<file path="src/rtl/sinc_step_counter.sv">
// Registered signed step counter: adds/subtracts a runtime step each enabled edge,
// with parameter-selected wrap or saturate on overflow, synchronous load and zero flag.
module sinc_step_counter #(
    parameter int DATAWIDTH = 32,
    parameter int STEPWIDTH = 8,
    parameter int SATURATE  = 0
) (
    input  logic                 Clk,
    input  logic                 Rst,
    input  logic                 ld,
    input  logic [DATAWIDTH-1:0] ld_val,
    input  logic                 en,
    input  logic                 dir,
    input  logic [STEPWIDTH-1:0] step,
    output logic [DATAWIDTH-1:0] d,
    output logic                 ovf,
    output logic                 zero
);

    localparam logic [DATAWIDTH-1:0] MAX_VAL = {1'b0, {(DATAWIDTH-1){1'b1}}};
    localparam logic [DATAWIDTH-1:0] MIN_VAL = {1'b1, {(DATAWIDTH-1){1'b0}}};

    logic [DATAWIDTH:0]   d_ext;
    logic [DATAWIDTH:0]   step_ext;
    logic [DATAWIDTH:0]   r;
    logic                 out_of_range;
    logic [DATAWIDTH-1:0] d_nxt;
    logic                 ovf_nxt;

    always_comb begin
        d_ext    = {d[DATAWIDTH-1], d};
        step_ext = {{(DATAWIDTH+1-STEPWIDTH){1'b0}}, step};
        r        = dir ? (d_ext - step_ext) : (d_ext + step_ext);
        // One guard bit: the result fits iff the top two bits agree.
        out_of_range = r[DATAWIDTH] ^ r[DATAWIDTH-1];
    end

    always_comb begin
        d_nxt   = d;
        ovf_nxt = 1'b0;
        if (ld) begin
            d_nxt = ld_val;
        end else if (en) begin
            d_nxt = r[DATAWIDTH-1:0];
            if (out_of_range) begin
                ovf_nxt = 1'b1;
                // Guard bit holds the true sign: 0 means upward overflow.
                if (SATURATE != 0) begin
                    d_nxt = r[DATAWIDTH] ? MIN_VAL : MAX_VAL;
                end
            end
        end
    end

    always_ff @(posedge Clk) begin
        if (Rst) begin
            d    <= '0;
            ovf  <= 1'b0;
            zero <= 1'b1;
        end else begin
            d    <= d_nxt;
            ovf  <= ovf_nxt;
            zero <= (d_nxt == '0);
        end
    end

endmodule

</file>
<file path="config.mk">
export PLATFORM = sky130hd
export DESIGN_NAME = sinc_step_counter
export DESIGN_NICKNAME = d
export VERILOG_FILES = /design/src/rtl/sinc_step_counter.sv
export SDC_FILE = /design/constraint.sdc
export NUM_CORES = 1
export LEC_CHECK = 0
export ABC_AREA = 0
export ABC_CLOCK_PERIOD_IN_PS = 4720
export CAP_MARGIN = 20
export CORE_ASPECT_RATIO = 0.8
export CORE_MARGIN = 2
export CORE_UTILIZATION = 50
export CTS_BUF_LIST = sky130_fd_sc_hd__clkbuf_4 sky130_fd_sc_hd__clkbuf_8
export CTS_CLUSTER_DIAMETER = 30
export CTS_CLUSTER_SIZE = 12
export DETAILED_ROUTE_END_ITERATION = 6
export PLACE_DENSITY_LB_ADDON = 0.2
export SETUP_SLACK_MARGIN = 0.2
export SKIP_LAST_GASP = 1
export SLEW_MARGIN = 20
export SYNTH_ARGS = -nofsm -noshare
export SYNTH_HDL_FRONTEND = slang
export SYNTH_SLANG_ARGS = --single-unit
export TNS_END_PERCENT = 20
</file>
<file path="constraint.sdc">
create_clock -name Clk -period 4.72 [get_ports Clk]
set_clock_uncertainty 0.1 [all_clocks]
set_input_delay 0.944 -clock Clk [delete_from_list [all_inputs] [get_ports Clk]]
set_output_delay 0.944 -clock Clk [all_outputs]
set_load 0.005 [all_outputs]
</file>
# Word level (Yosys, flattened, before mapping)
# Index checks and enable logic that the tools add are counted.
# word_totals
regBits	34
in_bits	45
output_inout_bits	34
elab_cells	13
# classes
n_addsub	2
muxes	4
bitwise	2
reduce_logical	2
# op_table
op	count
32-bit two-way mux	2
32-bit by 9-bit adder with 33-bit output	1
33-bit two-way mux	1
32-bit by 9-bit subtractor with 33-bit output	1
32-bit zero test	1
3-bit OR reduction	1
1-bit two-way mux	1
1-bit NOT	1
1-bit bitwise XOR	1

# Logic depth before layout (Yosys ltp)
# Gate-level depths: netlist of run 1.
# depth
ltp_word	5
ltp_mapped	17
mapped_depth_nobuf	16

# Worst setup path before layout of run 1
# Ideal clock, no wire load.
# synth_timing
path_type	in2reg
startpoint	input port step[4]
endpoint	register zero
setup_ns	0.125
t_arrival_ns	4.219
required_time_ns	4.495
path_slack_ns	0.276
stages	15
path_buffers	1
path_cell_list	nor3_1 > a31oi_1 > nor2_1 > ha_1 > buf_2 > a21o_1 > a31o_1 > and3_4 > or2_1 > o311ai_2 > a21oi_1 > or4_1 > and3_1 > nand4_1 > o31ai_1
# synth_between
elab_chain_len	5
word_cells_on_any_way	6
classes_between	add/sub (2); mux (3); reduce/logical (1)
# synth_rtl
element	line_no	source
from (decl)	14	input logic [STEPWIDTH-1:0] step,
32-bit by 9-bit adder with 33-bit output or 32-bit by 9-bit subtractor with 33-bit output (tied branches)	33	r = dir ? (d_ext - step_ext) : (d_ext + step_ext);
33-bit two-way mux *	33	
32-bit two-way mux *	43	end else if (en) begin
32-bit two-way mux *	41	if (ld) begin
32-bit zero test *	63	zero <= (d_nxt == '0);
to (signal assigned)	63	
to (decl)	17	output logic zero
# Every way passes the cells marked *; elsewhere a longest branch is shown, timed or not.
# A chain may end at the register's enable or synchronous reset.

# Final worst setup path of run 1
# layout_timing
startpoint	input port step[1]
endpoint	register zero
# The elaborated chain is that of the path after synthesis.

==> summary.txt, run 1 <==
Run
  – Max-cap violations: 0

Worst setup path
  – Worst-path maximum fanout: 4
  – Nature of the critical path endpoint: flip-flop
  – CP arrival: between 4 and 5 ns
  – Worst reg2reg setup slack: approximately 0.91 ns
  – WS Path Type: input port to flip-flop
  – Data required, critical path: ~4.8 ns
  – Worst setup SP type: input port

Synthesis
  – Synth Net Count: between 600 and 700
  – Synth Instances: around 530
  – Synthesized area: ~0.0039 sq mm
  – Post-synth top flop: dfxtp_1
  – Post-synthesis sequential area ratio: 17.7%
  – Post-synth top area share: 17.7%
  – Synthesized flop and latch total: 34
  – Mean Syn Cell Area: ~7.3 sq um
  – Post-synth EDFFs: 0
  – Largest area contributor in the netlist: dfxtp_1
  – Synth unique cells: between 60 and 70
  – Yosys warns: 0
  – Synth async-reset ratio: 0%
  – Synth area leaders: dfxtp_1 (18%), ha_1 (11%), nor2_1 (5.7%)

Pwr
  – Clock Power Share: 18.6%
  – Switching Fraction: between 30% and 40%
  – Internal power: 827 uW
  – Power Dens Cells: 225 mW/mm^2
  – Comb pwr share: 56.4%
  – NetSw: ~530 uW
  – Pwr Total: around 1.4 mW
  – Leakage: 2.75 nW
  – Sequential power share: between 20% and 30%
  – VDD IR-drop max: 0.180 mV

Place
  – Gp weighted congestion: slightly above 0.9
  – Detail Placement HPWL: roughly 12000 um
  – Number of buffers added on ports: 78
  – DP Area: 0.00562 sq mm
  – Placed Cells: a little over 800

Timing
  – Final Hold Viols: 0
  – Worst-Margin Slew: between 0.9 and 1 ns
  – Final Slew Violations: 0
  – RSZ-0062 raised after global routing: yes
  – Endpoints failing setup: 0
  – Max transition margin: approximately a third
  – Tcrit/Tclk final: a little over nine tenths
  – Fmax: between 200 and 250 MHz
  – Crit path time final: between 4 and 5 ns

Clocking
  – Root Buffer: clkbuf_8
  – Worst-Skew Late Latency: roughly 0.30 ns
  – H-tree depth: 2
  – Clock tree sinks: 34
  – Hold-fix buffers, CTS: 0
  – CTS tree: done
  – CTS buffer count: 5
  – Clock transition at path regs: approximately 0.070 ns
  – Clock buffer depth: 2

Global route
  – Gr usage total: around 37%
  – Initial antenna violation count: 0
  – Global route total overflow: 0
  – First-pass GRT wire length: around 24000 um
  – Vias in the first global route: between 4000 and 5000
  – Largest net degree at the start of global routing: between 50 and 60

Final layout
  – Net count, final: between 800 and 900
  – Layout cell share with drive strength beyond 1: a little under 30%
  – Antenna Cells: 0
  – Fin util: 81.0%
  – Design area: 0.00601 sq mm
  – Finished Layout Cells: 830
  – Layout area overhead: 56.0%

Die
  – Core area: between 0.007 and 0.008 sq mm
  – Cell Rows: 28
  – IO Pins: roughly 80
  – Die height: about 83 um
  – Die ar.: about 0.0084 sq mm
  – Die width: approximately 100 um
  – Starting density of the core: 51.9%

Status
  – Outcome: finished clean

Route
  – DRT Wirelength: about 16000 um
  – Initial DRT Pass Iterations: 5
  – Iter 0 DRT Violations: ~430
  – Routed vias: about 5000
  – Remaining DRCs: 0
  – Final ANT Viol Nets: 0
  – Number of vias per cell: 6.06
  – Wire per inst: roughly 19 um

Min path
  – Worst Hold Class: flip-flop to flip-flop
==> state kept, by name, indices dropped and copies added (netlist names) <==
| name | cells |
|---|---|
| zero | 1 |
| ovf | 1 |
| d | 32 |
==> layout make-up <==
type                    count  area, sq um
well taps                 105          131
inverters                  12         45.0
clock inverters             1         5.00
repair buffers            222         1870
multi-input cells         449         3190
clock buffers               7         90.1
flip-flops and latches     34          681
fillers                   514         1410
==> power by group through the flow <==
stage	registers, mW	clock network, mW	logic (mW)
after floorplan	0.338	0	0.363
after global placement	0.343	0	0.673
after detailed placement	0.343	0	0.692
after CTS	0.337	0.254	0.728
after global routing	0.340	0.259	0.820
final	0.339	0.252	0.764
==> through the flow <==
stage / worst slack (ns) / TNS (ns) / hold WS (ns)
floorplan: 0.276 / 0 / 0.437
global placement: -0.751 / -2.33 / 0.462
detailed placement: -0.828 / -2.90 / 0.463
CTS: 0.130 / 0 / 0.486
global route: -0.0920 / -0.0920 / 0.546
finish: 0.0939 / 0 / 0.499
==> synth_stat cells (6+ instances only) <==
cell	count
o31ai_1	7
a31oi_1	11
inv_1	12
a21o_1	17
a22o_1	6
and2_1	8
xnor2_1	16
a211oi_1	7
nor2b_1	11
clkbuf_1	19
o21a_1	6
o21ai_0	26
a21oi_1	41
mux2i_1	8
a221oi_1	8
nor3_1	30
nand3_1	12
dfxtp_1	34
and3_1	8
nand4_1	6
nand2_1	45
ha_1	35
a22oi_1	7
nor2_1	59
==> worst max-delay path: stages <==
cell      delay (ns)
buf_2           0.12
buf_6           0.12
buf_4           0.13
nor3_1          0.18
nor2_1          0.08
xnor2_1         0.17
ha_1            0.28
and2_4          0.16
a221oi_2        0.30
buf_4           0.17
buf_4           0.11
a21oi_1         0.12
or3_1           0.35
a31oi_1         0.21
o21ai_0         0.19
nor4_4          0.43
and4_1          0.24
nand4_1         0.20
o31ai_2         0.25
==> path summary, 6_finish.rpt <==
path | depth (start not counted) | endpoint | from
max reg2reg | 14 | zero | d[0]
min | 2 | d[26] | d[26]
max | 19 | zero | step[1]
min reg2reg | 2 | d[26] | d[26]
==> cells in the final DEF, fill, tap and decap left out, types with 9 or more instances in the layout <==
| cell type | Yosys | routed |
|---|---|---|
| a21o_1 | 17 | 17 |
| a21oi_1 | 41 | 38 |
| a31oi_1 | 11 | 9 |
| buf_4 | 0 | 140 |
| clkdlybuf4s50_1 | 0 | 68 |
| dfxtp_1 | 34 | 34 |
| ha_1 | 35 | 33 |
| inv_1 | 12 | 12 |
| nand2_1 | 45 | 43 |
| nand3_1 | 12 | 12 |
| nor2_1 | 59 | 55 |
| nor2b_1 | 11 | 10 |
| nor3_1 | 30 | 28 |
| o21ai_0 | 26 | 26 |
| xnor2_1 | 16 | 16 |
==> cell families (layout without fill, tap and decap cells) <==
group | after synthesis | in the layout | share of synthesized area, %
AO/OA/AOI/OAI | 172 | 172 | 31.0
XOR/XNOR | 19 | 19 | 4.32
adder cells (fa/ha/maj) | 36 | 36 | 11.9
buffers and inverters | 42 | 242 | 4.61
flip-flops | 34 | 34 | 17.7
multiplexers | 13 | 13 | 3.54
AND/OR/NAND/NOR | 209 | 209 | 26.9
==> timing repair <==
item,4_1_cts,5_1_grt
resized for setup,57,16
gates cloned,0,0
buffers inserted,9,3
pin swaps,21,18
setup endpoints to repair,9,4
==> routing by layer <==
layer,track usage [%],vias up,routed length (um)
met5,0,-,0
met4,14.0,0,463
met3,7.07,48,1490
met2,59.1,267,6850
met1,50.6,2340,6900
li1,-,2371,-
Note: power is estimated with default switching activity, not from simulation.
==> inputs of run 2 (changes only) <==
--- a/config.mk
+++ b/config.mk
@@ -16,6 +16,7 @@
 export CTS_CLUSTER_SIZE = 12
 export DETAILED_ROUTE_END_ITERATION = 6
 export PLACE_DENSITY_LB_ADDON = 0.2
+export REMOVE_ABC_BUFFERS = 1
 export SETUP_SLACK_MARGIN = 0.2
 export SKIP_LAST_GASP = 1
 export SLEW_MARGIN = 20
==> run 2 against run 1 <==
Effect of this change:
- the run now ends with design-rule violations left
- highest routed layer unchanged
- largest cell class unchanged
- largest power group unchanged
- combinational power up 13%
- critical path depth down 1
- setup slack better by 0.025 ns
- die area unchanged
==> summary.txt, run 2 (same netlist as run 1, synthesis figures left out) <==
Die
  – Core area: 0.00743 sq mm (unchanged)
  – Die height: 82.5 um (unchanged)
  – Cell Rows: 28 (unchanged)
  – Die width: 102 um (unchanged)
  – Starting density of the core: 51.9% (unchanged)
  – IO Pins: 79 (unchanged)
  – Die ar.: 0.00843 sq mm (unchanged)

Worst setup path
  – WS Path Type: input port to flip-flop (unchanged)
  – Nature of the critical path endpoint: flip-flop (unchanged)
  – Worst setup SP type: input port (unchanged)
  – CP arrival: 4.73 ns (about the same)
  – Worst Reg-to-Reg Cells: 14 (unchanged)
  – Worst-path maximum fanout: 7 (was 4)
  – Data required, critical path: 4.85 ns (was 4.83 ns)

Status
  – Outcome: finished with violations (was finished clean)
  – Violated checks: design-rule violations

Place
  – Number of buffers added on ports: 78 (unchanged)
  – Detail Placement HPWL: 11500 um (about the same)
  – Worst slack, placed: -0.757 ns (was -0.828 ns)
  – Gp weighted congestion: 1.06 (was 0.935)

Timing
  – Setup TNS: 0 ns (unchanged)
  – Post-layout worst setup margin: 0.119 ns (was 0.0939 ns)
  – Max transition margin: 43.8% (was 33.8%)
  – Min Hold Slack: 0.504 ns (was 0.499 ns)
  – Tcrit/Tclk final: 97.5% (was 98.0%)
  – Worst-Margin Slew: 0.835 ns (was 0.989 ns)
  – Final Hold Viols: 0 (unchanged)
  – Endpoints failing setup: 0 (unchanged)
  – Fmax: 217 MHz (was 216 MHz)
  – RSZ-0062 raised after global routing: yes (unchanged)
  – Final Slew Violations: 0 (unchanged)
  – Crit path time final: 4.60 ns (was 4.63 ns)

Min path
  – Worst Hold Class: flip-flop to flip-flop (unchanged)
  – Hold Crit Depth: 2 (unchanged)

Clocking
  – Clock tree sinks: 34 (unchanged)
  – Clock buffer depth: 2 (unchanged)
  – Worst-Skew Late Latency: 0.32 ns (was 0.30 ns)
  – Clock transition at path regs: 0.08 ns (was 0.07 ns)
  – Root Buffer: clkbuf_8 (unchanged)
  – CTS buffer count: 5 (unchanged)
  – H-tree depth: 2 (unchanged)
  – Hold-fix buffers, CTS: 0 (unchanged)
  – CTS tree: done (unchanged)

Global route
  – Global route total overflow: 0 (unchanged)
  – Initial antenna violation count: 0 (unchanged)
  – Vias in the first global route: 4848 (was 4835)
  – First-pass GRT wire length: 24400 um (was 24200 um)
  – Gr usage total: 37.3% (about the same)
  – Largest net degree at the start of global routing: 40 (was 58)

Pwr
  – Pwr Total: 1.47 mW (was 1.36 mW)
  – Power Dens Cells: 234 mW/mm^2 (was 225 mW/mm^2)
  – Leakage: 2.77 nW (was 2.75 nW)
  – VDD IR-drop max: 0.161 mV (was 0.180 mV)

Run
  – Max-cap violations: 0 (unchanged)

Route
  – Iter 0 DRT Violations: 784 (was 429)
  – DRT Wirelength: 19300 um (was 15700 um)
  – Number of vias per cell: 6.95 (was 6.06)
  – Remaining DRCs: 5 (was 0)
  – Routed vias: 5756 (was 5026)
  – Wire per inst: 23.3 um (was 18.9 um)
  – Initial DRT Pass Iterations: 7 (was 5)
  – Final ANT Viol Nets: 0 (unchanged)

Final layout
  – Filler cells: 411 (was 514)
  – Antenna Cells: 0 (unchanged)
  – Net count, final: 803 (was 805)
  – Most common cell after layout, fill and taps aside: buf_4 (unchanged)
  – Biggest register: d (unchanged)
  – Top Registers: d (32), ovf (1), zero (1) (unchanged)
  – Max FFs per register: 32 (unchanged)
  – Fin util: 84.4% (was 81.0%)
  – Layout area overhead: 62.6% (was 56.0%)
  – Most frequent cells in the layout: buf_4 (134), clkdlybuf4s50_1 (68), nor2_1 (53) (was buf_4 (140), clkdlybuf4s50_1 (68), nor2_1 (55))
  – Layout cell share with drive strength beyond 1: 32.0% (was 28.8%)
==> run 2: cell count changes in the layout (fill, tap and decap cells not counted), moves of 3 or more <==
cell	previous run	this run
a21oi_1	38	34
o21ai_1	1	5
a21oi_2	4	7
ha_1	33	28
buf_4	140	134
buf_6	7	11
ha_4	0	5
o21ai_0	26	20
==> run 2: path summary, 6_finish.rpt <==
| path | slack (ns) | from | endpoint |
|---|---|---|---|
| worst max-delay path | 0.12 | step[5] | zero |
| worst min-delay path | 0.50 | d[23] | d[23] |
| worst max register to register | 0.91 | d[0] | zero |
| worst min register to register | 0.50 | d[23] | d[23] |
==> run 2: critical path: stages <==
cell,delay (ns)
dlygate4sd2_1,0.30
inv_1,0.11
a31oi_4,0.28
nor2_2,0.12
ha_4,0.29
buf_4,0.17
and3_4,0.23
nand2_1,0.17
a211oi_4,0.35
o31ai_4,0.09
o21ai_1,0.26
buf_4,0.17
buf_4,0.12
a21oi_2,0.06
xnor2_1,0.13
a222oi_1,0.48
nand4_1,0.22
o31ai_1,0.24
==> run 2: timing repair <==
action / 4_1_cts / 5_1_grt
gates resized for setup: 44 / 80
setup buffers: 8 / 8
setup endpoints to repair: 11 / 10
pin swaps: 30 / 41
==> run 2: layer usage <==
metal  vias to the layer above  global-route usage, %  wire (um)  part of all wire, %
met5                         -                      0          0                    0
met4                         0                   13.9       1640                  8.5
met3                       193                   7.15       2880                   15
met2                       599                   59.6       8070                   42
met1                      2598                   50.0       6700                   35
li1                       2366                      -          -                    -
==> run 2: metrics by stage <==
stage	std cells	area (sq um)
2_1_floorplan	495	3720
3_3_place_gp	804	5570
3_5_place_dp	804	5570
4_1_cts	820	5880
5_1_grt	828	6270
6_report	828	6270
==> run 2: cell type report <==
class | count | area (sq um) | area share (%)
multi-input cells | 449 | 3440 | 55.0
repair buffers | 220 | 1870 | 29.8
flip-flops and latches | 34 | 681 | 10.9
well taps | 105 | 131 | 2.10
clock buffers | 7 | 90.1 | 1.44
inverters | 12 | 45.0 | 0.719
clock inverters | 1 | 5.00 | 0.0799
==> run 2: report_power, final <==
group | total (mW) | leakage [nW] | switching (mW) | internal [mW]
clock network | 0.265 | 0.0517 | 0.141 | 0.124
logic | 0.861 | 2.43 | 0.444 | 0.416
registers | 0.344 | 0.282 | 0.0323 | 0.312
total | 1.47 | 2.77 | 0.618 | 0.852
==> inputs of run 3 (changes only) <==
--- a/config.mk
+++ b/config.mk
@@ -23,4 +23,4 @@
 export SYNTH_ARGS = -nofsm -noshare
 export SYNTH_HDL_FRONTEND = slang
 export SYNTH_SLANG_ARGS = --single-unit
-export TNS_END_PERCENT = 20
+export TNS_END_PERCENT = 5
==> results of run 3 <==
No change in the layout: final DEF, timing and power equal those of run 2.
